### config.mk
export PLATFORM = sky130hd
export DESIGN_NAME = merge2_rr
export DESIGN_NICKNAME = d
export VERILOG_FILES = /design/src/rtl/noc_pkg.sv /design/src/rtl/flit_fifo.sv /design/src/rtl/merge2_rr.sv
export SDC_FILE = /design/constraint.sdc
export NUM_CORES = 1
export LEC_CHECK = 0
export BUFFER_PORTS_ARGS = -buffer_cell sky130_fd_sc_hd__buf_2
export CORE_ASPECT_RATIO = 1.4
export CORE_MARGIN = 1
export CORE_UTILIZATION = 55
export CTS_BUF_LIST = sky130_fd_sc_hd__clkbuf_2 sky130_fd_sc_hd__clkbuf_4 sky130_fd_sc_hd__clkbuf_8
export CTS_CLUSTER_SIZE = 28
export DETAILED_ROUTE_END_ITERATION = 7
export PLACE_DENSITY_LB_ADDON = 0.05
export SETUP_SLACK_MARGIN = 0.3
export SYNTH_ARGS = -nofsm -noshare
export SYNTH_HDL_FRONTEND = slang
export SYNTH_SLANG_ARGS = --single-unit
### constraint.sdc
create_clock -name clk -period 3.9 [get_ports clk]
set_input_delay 0.39 -clock clk [delete_from_list [all_inputs] [get_ports clk]]
set_output_delay 0.39 -clock clk [all_outputs]
set_load 0.02 [all_outputs]
### src/rtl/noc_pkg.sv
// Shared NoC types and constants.
//   FLIT_W          : flit width in bits
//   ADDR_HI/ADDR_LO : destination address field inside a flit (passed through untouched)
//   flit_t          : raw flit
//   tagged_flit_t   : flit plus the index of the input it arrived on
package noc_pkg;

  localparam int unsigned FLIT_W  = 9;
  localparam int unsigned ADDR_HI = 8;
  localparam int unsigned ADDR_LO = 5;

  typedef logic [FLIT_W-1:0] flit_t;

  typedef struct packed {
    logic  src;
    flit_t data;
  } tagged_flit_t;

endpackage

### src/rtl/flit_fifo.sv
// Small synchronous FIFO for an arbitrary packed entry type.
//   clk, rst_n   : clock, asynchronous active-low reset
//   push_i       : write push_data_i at the tail (ignored when full)
//   push_data_i  : entry to write
//   pop_i        : drop the head entry (ignored when empty)
//   head_o       : entry at the read pointer (all-zero after reset)
//   count_o      : current occupancy, 0..Depth
//   full_o       : count_o == Depth
// Depth must be a power of two >= 2 so the pointers wrap naturally.
module flit_fifo #(
  parameter int unsigned Depth   = 2,
  parameter type         entry_t = logic [7:0]
) (
  input  logic                         clk,
  input  logic                         rst_n,
  input  logic                         push_i,
  input  entry_t                       push_data_i,
  input  logic                         pop_i,
  output entry_t                       head_o,
  output logic [$clog2(Depth+1)-1:0]   count_o,
  output logic                         full_o
);

  localparam int unsigned PtrW = $clog2(Depth);
  localparam int unsigned CntW = $clog2(Depth+1);

  entry_t          mem_q [Depth];
  logic [PtrW-1:0] wr_ptr_q, rd_ptr_q;
  logic [CntW-1:0] count_q, count_d;
  logic            push, pop;

  assign full_o  = (count_q == CntW'(Depth));
  assign push    = push_i && !full_o;
  assign pop     = pop_i && (count_q != '0);
  assign head_o  = mem_q[rd_ptr_q];
  assign count_o = count_q;

  always_comb begin
    count_d = count_q;
    unique case ({push, pop})
      2'b10:   count_d = count_q + CntW'(1);
      2'b01:   count_d = count_q - CntW'(1);
      default: count_d = count_q;
    endcase
  end

  always_ff @(posedge clk or negedge rst_n) begin
    if (!rst_n) begin
      wr_ptr_q <= '0;
      rd_ptr_q <= '0;
      count_q  <= '0;
      for (int i = 0; i < int'(Depth); i++) mem_q[i] <= '0;
    end else begin
      if (push) begin
        mem_q[wr_ptr_q] <= push_data_i;
        wr_ptr_q        <= wr_ptr_q + PtrW'(1);
      end
      if (pop) rd_ptr_q <= rd_ptr_q + PtrW'(1);
      count_q <= count_d;
    end
  end

endmodule

### src/rtl/merge2_rr.sv
// Two-input flit merge with round-robin arbitration into a small output FIFO.
//   clk, rst_n                 : clock, asynchronous active-low reset
//   in0_valid_i/in0_data_i     : input 0 flit, in0_ready_o accepts it this cycle
//   in1_valid_i/in1_data_i     : input 1 flit, in1_ready_o accepts it this cycle
//   out_valid_o/out_data_o     : FIFO head flit, out_src_o = input it came from
//   out_ready_i                : consumer takes the head flit
//   count_o                    : FIFO occupancy
// Ready never depends on out_ready_i: space is judged on the registered count only.
module merge2_rr
  import noc_pkg::*;
#(
  parameter int unsigned W     = FLIT_W,
  parameter int unsigned DEPTH = 2
) (
  input  logic                         clk,
  input  logic                         rst_n,
  input  logic                         in0_valid_i,
  input  logic [W-1:0]                 in0_data_i,
  output logic                         in0_ready_o,
  input  logic                         in1_valid_i,
  input  logic [W-1:0]                 in1_data_i,
  output logic                         in1_ready_o,
  output logic                         out_valid_o,
  output logic [W-1:0]                 out_data_o,
  output logic                         out_src_o,
  input  logic                         out_ready_i,
  output logic [$clog2(DEPTH+1)-1:0]   count_o
);

  // Same layout as tagged_flit_t, but sized by W so the block stays parameterisable.
  typedef struct packed {
    logic         src;
    logic [W-1:0] data;
  } entry_t;

  logic   prio_q, prio_d;
  logic   gnt0, gnt1;
  logic   fifo_full;
  entry_t push_data, head;

  always_comb begin
    gnt0 = 1'b0;
    gnt1 = 1'b0;
    // rst_n gate keeps both readies low for the whole reset window.
    if (rst_n && !fifo_full) begin
      if (in0_valid_i && (!in1_valid_i || !prio_q)) gnt0 = 1'b1;
      else if (in1_valid_i)                         gnt1 = 1'b1;
    end
  end

  always_comb begin
    prio_d = prio_q;
    if (gnt0)      prio_d = 1'b1;
    else if (gnt1) prio_d = 1'b0;
  end

  always_ff @(posedge clk or negedge rst_n) begin
    if (!rst_n) prio_q <= 1'b0;
    else        prio_q <= prio_d;
  end

  assign push_data.src  = gnt1;
  assign push_data.data = gnt1 ? in1_data_i : in0_data_i;

  flit_fifo #(
    .Depth   (DEPTH),
    .entry_t (entry_t)
  ) u_fifo (
    .clk         (clk),
    .rst_n       (rst_n),
    .push_i      (gnt0 || gnt1),
    .push_data_i (push_data),
    .pop_i       (out_valid_o && out_ready_i),
    .head_o      (head),
    .count_o     (count_o),
    .full_o      (fifo_full)
  );

  assign in0_ready_o = gnt0;
  assign in1_ready_o = gnt1;
  assign out_valid_o = (count_o != '0);
  assign out_data_o  = head.data;
  assign out_src_o   = head.src;

endmodule

Yosys cells after proc, flatten, opt, wreduce, memory -nomap -nowiden
Cells that the tools add are included.
{"block": "word_totals", "ramBits": 0, "elab_cells": 49, "out_inout_bits": 15, "memories": 0, "in_bits": 23, "romBits": 0, "register_bits": 25, "latch_bits": 0}
{"block": "op_classes", "shift": 0, "reduce_logical": 14, "n_eq_ne": 3, "mul": 0, "n_div": 0, "magnitude_cmp": 3, "n_addsub": 4, "mux": 15, "bitwise_logic": 2}
{"op": "10-bit 2-to-1 mux", "n": 4}
{"op": "20-bit bitwise mux", "n": 1}
{"op": "10-bit demux with 1-bit select", "n": 1}
{"op": "9-bit 2-to-1 mux", "n": 1}
{"op": "1-bit 2-to-1 mux", "n": 7}
{"op": "1-bit logical AND", "n": 6}
{"op": "2-bit nonzero test", "n": 3}
{"op": "2-bit == test (second input constant)", "n": 2}
{"op": "2-bit >= comparator (second input constant)", "n": 2}
{"op": "1-bit inverter with 2-bit output", "n": 2}
{"op": "2-bit one-hot mux with 2 select lines", "n": 1}
{"op": "1-bit zero test", "n": 3}
{"op": "1-bit adder (second input constant)", "n": 2}
{"op": "2-bit by 1-bit adder with 2-bit output (second input constant)", "n": 1}
{"op": "2-bit by 1-bit == test with 1-bit output (second input constant)", "n": 1}
{"op": "1-bit logical OR", "n": 2}
{"op": "2-bit by 1-bit less-than comparator with 1-bit output (second input constant)", "n": 1}
{"op": "2-bit by 1-bit subtractor with 2-bit output (second input constant)", "n": 1}

Logic depth before layout (Yosys ltp)
{"block": "logic_depth", "word_depth": 9, "depth_mapped": 6, "ltp_nobuf": 6}

Modules after synthesis
Synthesis repeated with hierarchy kept, for this count alone.
{"block": "unflattened", "cells_unflattened": 91, "area_unflattened_um2": 1311.3}
{"module": "flit_fifo", "area_each_um2": 1073.5, "cells_each": 70, "n_inst": 1, "seq_area_each_um2": 600.6}
{"module": "merge2_rr", "area_each_um2": 237.7, "cells_each": 21, "n_inst": 1, "seq_area_each_um2": 25.0}

Worst setup path after synthesis
OpenSTA, ideal clock, no wires.
{"block": "synth_path", "path_type": "register to register", "start": "register u_fifo.count_q[0], in the netlist u_fifo.count_o[0]", "end": "register u_fifo.count_q[1], in the netlist u_fifo.count_o[1]", "slack_ps": 2213, "n_path_buf": 0, "t_required_ps": 3820, "setup_time_ps": 80, "period_less_slack_ps": 1687, "path_stages_with_launch": 6, "t_arrival_ps": 1607, "path_cell_list": "dfrtp_1 > or2_1 > and2_1 > ha_1 > nor2_1 > xor2_1"}
{"block": "synth_between", "elab_cells_between_ends": 16, "cone_classes": "add/sub: 2; eq/ne: 3; mux: 3; reduce/logical: 8"}
{"element": "from (decl)", "line_no": "flit_fifo.sv:29", "rtl": "logic [CntW-1:0] count_q, count_d;"}
{"element": "from (signal assigned)", "line_no": "flit_fifo.sv:59", "rtl": "count_q <= count_d;"}
{"element": "2-bit nonzero test *", "line_no": "merge2_rr.sv:81", "rtl": "assign out_valid_o = (count_o != '0);"}
{"element": "via out_valid_o", "line_no": "merge2_rr.sv:23", "rtl": "output logic out_valid_o,"}
{"element": "1-bit logical AND", "line_no": "merge2_rr.sv:73", "rtl": ".pop_i (out_valid_o && out_ready_i),"}
{"element": "1-bit logical AND *", "line_no": "flit_fifo.sv:34", "rtl": "assign pop = pop_i && (count_q != '0);"}
{"element": "via u_fifo.pop", "line_no": "flit_fifo.sv:30", "rtl": "logic push, pop;"}
{"element": "2-bit by 1-bit == test with 1-bit output / 2-bit == test (equally long branches)", "line_no": "flit_fifo.sv:40", "rtl": "unique case ({push, pop})"}
{"element": "2-bit one-hot mux with 2 select lines / 2-bit nonzero test (equally long branches)"}
The timed path passes the listed nets; every way through them passes the cells marked *.
A chain may end at the register's enable or synchronous reset.

Worst setup path in the final report
{"block": "layout_path", "start": "register u_fifo.rd_ptr_q", "end": "output out_data_o[2]"}
{"block": "layout_between", "elab_chain_len": 4}
{"element": "from (decl)", "line_no": "flit_fifo.sv:28", "rtl": "logic [PtrW-1:0] wr_ptr_q, rd_ptr_q;"}
{"element": "from (signal assigned)", "line_no": "flit_fifo.sv:58", "rtl": "if (pop) rd_ptr_q <= rd_ptr_q + PtrW'(1);"}
{"element": "1-bit inverter with 2-bit output (not written as such)", "line_no": "flit_fifo.sv:35", "rtl": "assign head_o = mem_q[rd_ptr_q];"}
{"element": "10-bit 2-to-1 mux (not written as such) (3 in series)", "line_no": "flit_fifo.sv:35"}
{"element": "to (decl)", "line_no": "merge2_rr.sv:24", "rtl": "output logic [W-1:0] out_data_o,"}
No other way between the ends. The select of a mux whose other input is x is not followed.

==> flow_summary.yaml <==
outcome:
  outcome: "finished, final reports clean"
worst_setup_path:
  required_ns: 3.51
  path_max_fanout: 11
  regToRegEndpoint: "u_fifo.mem_q[9]"
  crit_path_start: "u_fifo.rd_ptr_q"
  critPathKind: "reg -> out"
  rrSetupSlack_ns: 2.12
  reg2reg_depth: 3
  worstPathArrival_ns: 1.55
  endpoint_kind: "output pin"
  endpoint: "out_data_o[2]"
  worstSetupStartpointType: "register"
  r2r_start: "u_fifo.count_o[0]"
cells_and_area:
  fin_area_mm2: 0.00147
  diodes: 0
  layout.nets: 171
  finalCoreUtilization_pct: 66.8
  drive_gt1_share_pct: 43.8
  layoutNonFillerInstCount: 168
  fillers: 183
  area_growth_pct: 13.2
yosys:
  yosysSeqAreaShare_pct: 48.1
  synthTopCellsByArea: "dfrtp_1 48%, mux2_2 8.7%, a21oi_1 5.8%, mux2i_1 5.4%, nor2_1 5.2%"
  synth-xor-area-share_pct: 3.37
  synth_top_area_cell: "dfrtp_1"
  netlist_area_mm2: 0.00130
  synth-compound-area-share_pct: 8.85
  syn-num-nets: 134
  synth_area_per_cell_um2: 11.8
  synth_mux_area_share_pct: 19.8
  yosys_warnings: 0
  synth_edf_count: 0
  syn_inst: 110
  ys_types: 27
  synthAdderAreaFrac_pct: 0.962
  synthArstFlopShare_pct: 100
  synthSimpleGateAreaFrac_pct: 12.5
  ys_seq_elements: 25
  synth_top_area_share_pct: 48.1
  synth_flop_cell: "dfrtp_1"
  synth_top_family_by_area: "multiplexers"
floorplan:
  placementRows: 20
  start_util_pct: 59.0
  core_area_mm2: 0.00220
  fp.dieH_um: 59.5
  dieArea_mm2: 0.00256
  ios: 38
  die_w_um: 43.1
placement:
  portBuffers: 37
  hpwl_um: 1610
  routabilityCongestion: 0.686
  dp.cells: 164
  dpl_cell_area_mm2: 0.00144
clock_tree:
  htree_num_levels: 1
  post_cts_buffers: 0
  cts_buffers: 3
  cts_tree: "built"
  clk_latency_ns: 0.31
  cts.sinks: 25
  clockBufferDepth: 2
  postCtsHoldBufs: 0
  ctsResizeCount: 0
  root_buffer: "clkbuf_4"
  path_clk_slew_ns: 0.13
global_route:
  grt-ovfl-total: 0
  antenna_found_initial: 0
  grt_max_degree: 32
  track_usage_pct: 19.4
  grt_pass1_vias: 876
  grt_pass1_wl_um: 3760
drt:
  dr.pass1.iters: 4
  vias_per_cell: 5.45
  wl_per_cell_um: 13.2
  vias: 915
  drc_errors: 0
  finalWirelength_um: 2220
  detail_route.iter0.violations: 13
  ant_nets: 0
sta:
  fmax_mhz: 516
  rsz0062_at_grt: "false"
  relSlewSlack_pct: 51.1
  setup_violations: 0
  period_minus_slack_ns: 1.94
  slew_violations: 0
  period_share_pct: 49.7
  worst_pin_slew_ns: 0.733
  fin_tns_setup_ns: 0
  final.setup_skew_ns: 0.00227
  finalHoldViolCount: 0
power:
  p_per_area_mw_per_mm2: 821
  ir_drop_uv: 496
  power.leakage_nw: 0.710
flow_run:
  max_cap_viol_count: 0
worst_hold_path:
  hold_path_class: "in -> async"
==> cell type report <==
class / instances / area [um^2] / share of cell area [%]
Inverter: 1 / 3.75 / 0.255
Multi-Input combinational cell: 78 / 592 / 40.2
Timing Repair Buffer: 38 / 193 / 13.1
Clock buffer: 4 / 30.0 / 2.04
Tap cell: 22 / 27.5 / 1.87
Sequential cell: 25 / 626 / 42.5
==> routing by layer <==
metal  wire, um  share of wire (%)  vias to the layer above  track usage, %
met4         19               0.86                        0            5.19
li1           -                  -                      453               -
met2       1160                 52                       29            35.4
met5          0                  0                        -               0
met3        110                5.0                        2            2.74
met1        925                 42                      431            23.5
==> how the worst min path moves through the flow <==
| stage | start | endpoint | slack [ns] | cells after the start |
|---|---|---|---|---|
| global placement | rst_n | u_fifo.mem_q[4] | 0.43 | 1 |
| global route | rst_n | u_fifo.mem_q[4] | 0.13 | 1 |
| floorplan | rst_n | prio_q | 0.09 | 0 |
| detailed placement | rst_n | u_fifo.mem_q[4] | 0.44 | 1 |
| CTS | rst_n | u_fifo.mem_q[0] | 0.09 | 1 |
| finish | rst_n | u_fifo.mem_q[4] | 0.07 | 1 |
==> through the flow <==
stage / hold WS (ns) / worst slack (ns) / power, mW
after global placement: 0.430 / 1.72 / 1.08
after floorplan: 0.0944 / 2.21 / 0.968
after CTS: 0.0908 / 1.93 / 1.22
final: 0.0667 / 1.96 / 1.21
after global routing: 0.126 / 1.79 / 1.29
after detailed placement: 0.437 / 1.69 / 1.10
==> state kept, by name, indices dropped and copies added, names as in the netlist <==
signal	cells
u_fifo.count_o	2
u_fifo.wr_ptr_q	1
prio_q	1
u_fifo.mem_q	20
u_fifo.rd_ptr_q	1
==> critical path, cell delays in order (launching register included) <==
cell and delay [ns]:
dfrtp_1 0.68, mux2_2 0.40, buf_2 0.16
==> Yosys cell counts, types with 2 or more instances <==
library cell and instances:
a21oi_1 15, a21oi_2 4, buf_12 2, buf_6 3, dfrtp_1 25, mux2_2 10
mux2_4 2, mux2i_1 7, mux2i_4 2, nand3_1 2, nor2_1 18, nor2_2 2
xnor2_1 3, xor2_1 2
==> where the power goes <==
part / switching [mW] / total [mW] / internal (mW)
clock: 0.0729 / 0.120 / 0.0469
combinational: 0.322 / 0.600 / 0.278
sequential: 0.103 / 0.488 / 0.386
==> cell families (layout without fill, tap and decap cells) <==
kind of cell | after synthesis | count (layout)
buffers and inverters | 7 | 43
adders and majority gates | 1 | 1
muxes | 21 | 21
DFF | 25 | 25
and+or+nand+nor | 31 | 31
xor gates and xnor gates | 5 | 5
AOI/OAI and AO/OA | 20 | 20
==> placed cells by master (no fill, tap or decap), drive strengths merged <==
master	count
nand2b	2
a21oi	19
and2	1
and4bb	1
and4b	1
ha	1
mux2i	9
nor2	20
nand3	2
buf	38
mux2	12
xor2	2
nand3b	1
o21ai	1
xnor2	3
nand4	1
nand2	1
inv	1
or2	1
clkbuf	4
dfrtp	25
Power figures use the tool's default switching activity.
